===== src/rtl/rr_arb4_ctrl_if.sv =====
// Client-side bundle for the four-way arbiter: request vector, mode select and registered grant outputs.
interface rr_arb4_ctrl_if;
    logic [3:0] req;
    logic       fixed_pri;
    logic [3:0] grant;
    logic [1:0] grant_idx;
    logic       grant_valid;

    modport master (output req, fixed_pri, input grant, grant_idx, grant_valid);
    modport slave  (input req, fixed_pri, output grant, grant_idx, grant_valid);
endinterface


===== src/rtl/rr_arb4_ctrl.sv =====
// Four-requester arbiter with registered one-hot grant, fixed or round-robin priority,
// grant held until release, and an optional hold-time limit that forces a handoff.
module rr_arb4_ctrl #(
    parameter int MAX_HOLD = 8,
    parameter int CNT_W    = 4
) (
    input  logic         clk,
    input  logic         rst_n,
    rr_arb4_ctrl_if.slave bus
);
    typedef enum logic {S_IDLE, S_GRANT} state_t;

    localparam logic [CNT_W-1:0] HOLD_SAT = (MAX_HOLD == 0) ? {CNT_W{1'b1}} : CNT_W'(MAX_HOLD);
    localparam logic [CNT_W-1:0] CNT_ONE  = CNT_W'(1);

    state_t           state_q, state_d;
    logic [3:0]       grant_q, grant_d;
    logic [1:0]       idx_q, idx_d;
    logic             valid_q, valid_d;
    logic [CNT_W-1:0] cnt_q, cnt_d;
    logic [1:0]       last_q, last_d;
    logic [2:0]       win_all, win_msk;
    logic             timeout;

    // Returns {found, index}; later loop iterations override earlier ones, so loop order sets priority.
    function automatic logic [2:0] arbitrate(input logic [3:0] r, input logic fp, input logic [1:0] last);
        logic [2:0] res;
        logic [1:0] c;
        res = 3'b000;
        if (fp) begin
            for (int i = 0; i < 4; i++)
                if (r[i]) res = {1'b1, 2'(i)};
        end else begin
            for (int k = 4; k >= 1; k--) begin
                c = last + 2'(k);
                if (r[c]) res = {1'b1, c};
            end
        end
        return res;
    endfunction

    assign win_all = arbitrate(bus.req, bus.fixed_pri, last_q);
    assign win_msk = arbitrate(bus.req & ~grant_q, bus.fixed_pri, last_q);
    assign timeout = (MAX_HOLD != 0) && (cnt_q == HOLD_SAT);

    always_comb begin
        state_d = state_q;
        grant_d = grant_q;
        idx_d   = idx_q;
        valid_d = valid_q;
        cnt_d   = cnt_q;
        last_d  = last_q;
        case (state_q)
            S_IDLE: begin
                if (win_all[2]) begin
                    state_d = S_GRANT;
                    grant_d = 4'b0001 << win_all[1:0];
                    idx_d   = win_all[1:0];
                    valid_d = 1'b1;
                    cnt_d   = CNT_ONE;
                    last_d  = win_all[1:0];
                end
            end
            S_GRANT: begin
                if (!bus.req[idx_q] || timeout) begin
                    if (win_msk[2]) begin
                        grant_d = 4'b0001 << win_msk[1:0];
                        idx_d   = win_msk[1:0];
                        cnt_d   = CNT_ONE;
                        last_d  = win_msk[1:0];
                    end else if (timeout && bus.req[idx_q]) begin
                        // Sole requester at the limit: re-grant in place, grant never drops.
                        cnt_d = CNT_ONE;
                    end else begin
                        state_d = S_IDLE;
                        grant_d = 4'b0000;
                        idx_d   = 2'b00;
                        valid_d = 1'b0;
                        cnt_d   = '0;
                    end
                end else if (cnt_q != HOLD_SAT) begin
                    cnt_d = cnt_q + CNT_ONE;
                end
            end
            default: state_d = S_IDLE;
        endcase
    end

    always_ff @(posedge clk) begin
        if (!rst_n) begin
            state_q <= S_IDLE;
            grant_q <= 4'b0000;
            idx_q   <= 2'b00;
            valid_q <= 1'b0;
            cnt_q   <= '0;
            last_q  <= 2'd3;
        end else begin
            state_q <= state_d;
            grant_q <= grant_d;
            idx_q   <= idx_d;
            valid_q <= valid_d;
            cnt_q   <= cnt_d;
            last_q  <= last_d;
        end
    end

    assign bus.grant       = grant_q;
    assign bus.grant_idx   = idx_q;
    assign bus.grant_valid = valid_q;
endmodule


===== src/flat_wrapper.sv =====
// flat-port wrapper written by rule: the top's interface ports become plain ports
module rr_arb4_ctrl_flat 
#(
    parameter int MAX_HOLD = 8,
    parameter int CNT_W    = 4
)
  (clk, rst_n, bus_req, bus_fixed_pri, bus_grant, bus_grant_idx, bus_grant_valid);
  rr_arb4_ctrl_if bus_i ();
  input  logic clk;
  input  logic rst_n;
  input wire logic [$bits(bus_i.req)-1:0] bus_req;
  input wire logic [$bits(bus_i.fixed_pri)-1:0] bus_fixed_pri;
  output wire logic [$bits(bus_i.grant)-1:0] bus_grant;
  output wire logic [$bits(bus_i.grant_idx)-1:0] bus_grant_idx;
  output wire logic [$bits(bus_i.grant_valid)-1:0] bus_grant_valid;
  assign bus_i.req = bus_req;
  assign bus_i.fixed_pri = bus_fixed_pri;
  assign bus_grant = bus_i.grant;
  assign bus_grant_idx = bus_i.grant_idx;
  assign bus_grant_valid = bus_i.grant_valid;
  rr_arb4_ctrl #(.MAX_HOLD(MAX_HOLD), .CNT_W(CNT_W)) u_core (.clk(clk), .rst_n(rst_n), .bus(bus_i));
endmodule

===== config.mk =====
export PLATFORM = sky130hd
export DESIGN_NAME = rr_arb4_ctrl_flat
export DESIGN_NICKNAME = d
export VERILOG_FILES = /design/src/rtl/rr_arb4_ctrl_if.sv /design/src/rtl/rr_arb4_ctrl.sv /design/src/flat_wrapper.sv
export SDC_FILE = /design/constraint.sdc
export NUM_CORES = 1
export LEC_CHECK = 0
export BUFFER_PORTS_ARGS = -buffer_cell sky130_fd_sc_hd__buf_2
export CAP_MARGIN = 25
export CORE_MARGIN = 3
export CORE_UTILIZATION = 60
export CTS_CLUSTER_DIAMETER = 100
export DETAILED_ROUTE_END_ITERATION = 12
export GPL_TIMING_DRIVEN = 0
export PLACE_DENSITY = 0.83
export SETUP_SLACK_MARGIN = 0.05
export SLEW_MARGIN = 20
export SYNTH_ARGS = -nofsm -noshare
export SYNTH_HDL_FRONTEND = slang
export SYNTH_SLANG_ARGS = --single-unit

===== constraint.sdc =====
create_clock -name clk -period 2.9 [get_ports clk]
set_input_delay 0.58 -clock clk [delete_from_list [all_inputs] [get_ports clk]]
set_output_delay 0.58 -clock clk [all_outputs]
set_load 0.1 [all_outputs]

==> impl_metrics.json <==
{
  "synth_edf_count": 0,
  "fin_setup_tns_ns": 0,
  "worstPathMaxFanout": 8,
  "hp-class": "register to register",
  "yosysMostFrequentCell": "dfxtp_1",
  "swShare_pct": 44.1,
  "dieArea_sq_um": 2300,
  "synth_top_area_share_pct": 26.5,
  "hold_slack_ns": 0.497,
  "die_h_um": 48.0,
  "post_dp_cell_area_sq_um": 1140,
  "wire_per_inst_um": 15.5,
  "cellInternalPower_uw": 392,
  "synth_flop_cell": "dfxtp_1",
  "row_count": 14,
  "first_iter_violations": 46,
  "cts-root-buf": "clkbuf_4",
  "ant_nets": 0,
  "max_freq_mhz": 554,
  "core_area_sq_um": 1580,
  "tightest_slew_ns": 0.488,
  "io_pins": 14,
  "synth_seq_cells": 14,
  "synthTopCellsByArea": "dfxtp_1 (27%), a21oi_1 (6.2%), nand2b_1 (4.1%)",
  "syn_avg_cell_area_sq_um": 8.20,
  "wl_met3_um": 188,
  "numPortBuffers": 12,
  "synth_warnings": 0,
  "skew_ns": 0.00164,
  "netSwitchingPower_uw": 309,
  "clk-insertion-delay-late_ns": 0.28,
  "cts_buffers": 3,
  "end_kind": "register",
  "clock-sinks": 14,
  "async_flop_share_pct": 0,
  "setup_violations": 0,
  "cp_data_required_time_ns": 3.06,
  "drc": 0,
  "layoutNonFillerInstCount": 161,
  "clkPwrFrac_pct": 20.0,
  "antenna_found_initial": 0,
  "grtUsageTotal_pct": 25.4,
  "grt_max_degree": 11,
  "arrival_ns": 1.96,
  "grt_pass1_wl_um": 4190,
  "p_comb_share_pct": 47.1,
  "h-tree-depth": 1,
  "max-slew-margin-rel_pct": 67.7,
  "holdBufCountCts": 0,
  "firstDrtPassIters": 4,
  "fin_crit_ns": 1.81,
  "viasPerCell": 6.63,
  "clk_pin_slew_ns": 0.08,
  "finalCritPeriodShare_pct": 62.3,
  "drive_gt1_share_pct": 28.3,
  "dp.cells": 157,
  "post_cts_buffers": 0,
  "vias": 1068,
  "initial_core_util_pct": 67.1,
  "die_w_um": 48.0,
  "grt_pass1_vias": 901,
  "netlist_instances": 129,
  "worst_ir_drop_vdd_v": 0.000382,
  "synth_area_sq_um": 1060,
  "cts_resized": 0,
  "place_congestion": 0.885,
  "cp-start-kind": "input pin",
  "ys_top_cells_by_count": "dfxtp_1 (14), a21oi_1 (13), nor2_1 (9)",
  "drv_slew": 0,
  "ys_types": 50,
  "p_seq_share_pct": 33.0,
  "grt.overflow.total": 0,
  "maxCapViolCount": 0,
  "cts_buffer_depth": 2,
  "fin_area_sq_um": 1170,
  "layout.nets": 155,
  "synthToLayoutAreaGrowth_pct": 11.0,
  "critical_path_class": "input pin to register",
  "dp_hpwl_um": 1850,
  "wl_met2_um": 1140,
  "synth_fp_nets": 138,
  "wl_um": 2490,
  "cts_tree": "built",
  "timing_hold_violations_final": 0,
  "wl_met1_um": 1150,
  "rsz0062_at_grt": "false",
  "p_leak_uw": 0.000465,
  "power_density_nw_per_um2": 598,
  "dr.max_layer_used": "met4",
  "yosysTopAreaCell": "dfxtp_1",
  "outcome": "finished clean",
  "yosysSeqAreaShare_pct": 26.5,
  "diodes": 0
}
==> placed cells by master (no fill, tap or decap), types with 2 or more instances in the layout <==
cell type	n
a21oi_1	13
a21oi_2	3
a22oi_1	3
a31oi_1	5
and2_1	2
and2b_2	3
and3_1	3
buf_2	13
buf_4	2
clkbuf_4	3
dfxtp_1	14
ha_1	2
inv_1	4
nand2_1	8
nand2b_1	7
nand3_1	3
nand3b_1	3
nor2_1	9
nor2b_1	2
nor2b_2	2
nor3_1	3
o211ai_1	2
o21ai_0	4
o21ai_1	4
==> stage by stage <==
step	utilization, %	total power [uW]	setup slack, ns
after floorplan	-	501	0.657
after global placement	72.1	554	0.845
after detailed placement	72.1	561	0.807
after CTS	74.4	701	1.10
after global routing	74.4	740	0.963
final	74.4	701	1.09
==> path summary, 6_finish.rpt <==
check | startpoint | cells past startpoint | to | slack, ns
max | bus_req[2] | 7 | u_core.bus.grant[0] | 1.09
min | u_core.bus.grant_idx[1] | 2 | u_core.bus.grant_idx[1] | 0.50
max reg2reg | u_core.bus.grant[1] | 6 | u_core.bus.grant[0] | 1.14
min reg2reg | u_core.bus.grant_idx[1] | 2 | u_core.bus.grant_idx[1] | 0.50
==> worst max-delay path, stage by stage <==
cell	delay [ns]
buf_2	0.15
and2b_2	0.24
nor4_4	0.34
o211ai_1	0.21
and2_4	0.22
o21ai_0	0.15
a31oi_1	0.06
==> power by group through the flow <==
stage / sequential [uW] / combinational (uW) / clock (uW)
floorplan: 330 / 171 / 0
global placement: 234 / 320 / 0
detailed placement: 235 / 325 / 0
CTS: 231 / 328 / 143
global route: 234 / 355 / 150
finish: 231 / 330 / 140
==> per-layer routing <==
layer | vias up | track usage (%)
met1 | 501 | 38.2
li1 | 514 | -
met2 | 49 | 35.6
met5 | - | 0
met3 | 4 | 5.26
met4 | 0 | 8.06
==> registers in the layout, summed over array words and instances (netlist names) <==
name                    flops
u_core.bus.grant            4
u_core.bus.grant_idx        2
u_core.bus.grant_valid      1
u_core.cnt_q                4
u_core.last_q               2
u_core.state_q              1
==> area by class of cell <==
type                            count  area (sq um)
Tap cell                           16          20.0
Buffer                              4          31.3
Multi-Input combinational cell    106           727
Inverter                            5          18.8
Clock buffer                        4          36.3
Fill cell                         127           403
Timing Repair Buffer               12          60.1
Sequential cell                    14           280
==> cells by family after synthesis <==
logic type	count (synthesis)	share of synthesized area (%)
and+or+nand+nor	60	37.0
AOI/OAI and AO/OA	43	27.2
DFF	14	26.5
buffers and inverters	9	4.73
adders and majority gates	2	2.37
muxes	1	2.13
Note: power is estimated with default switching activity, not from simulation.
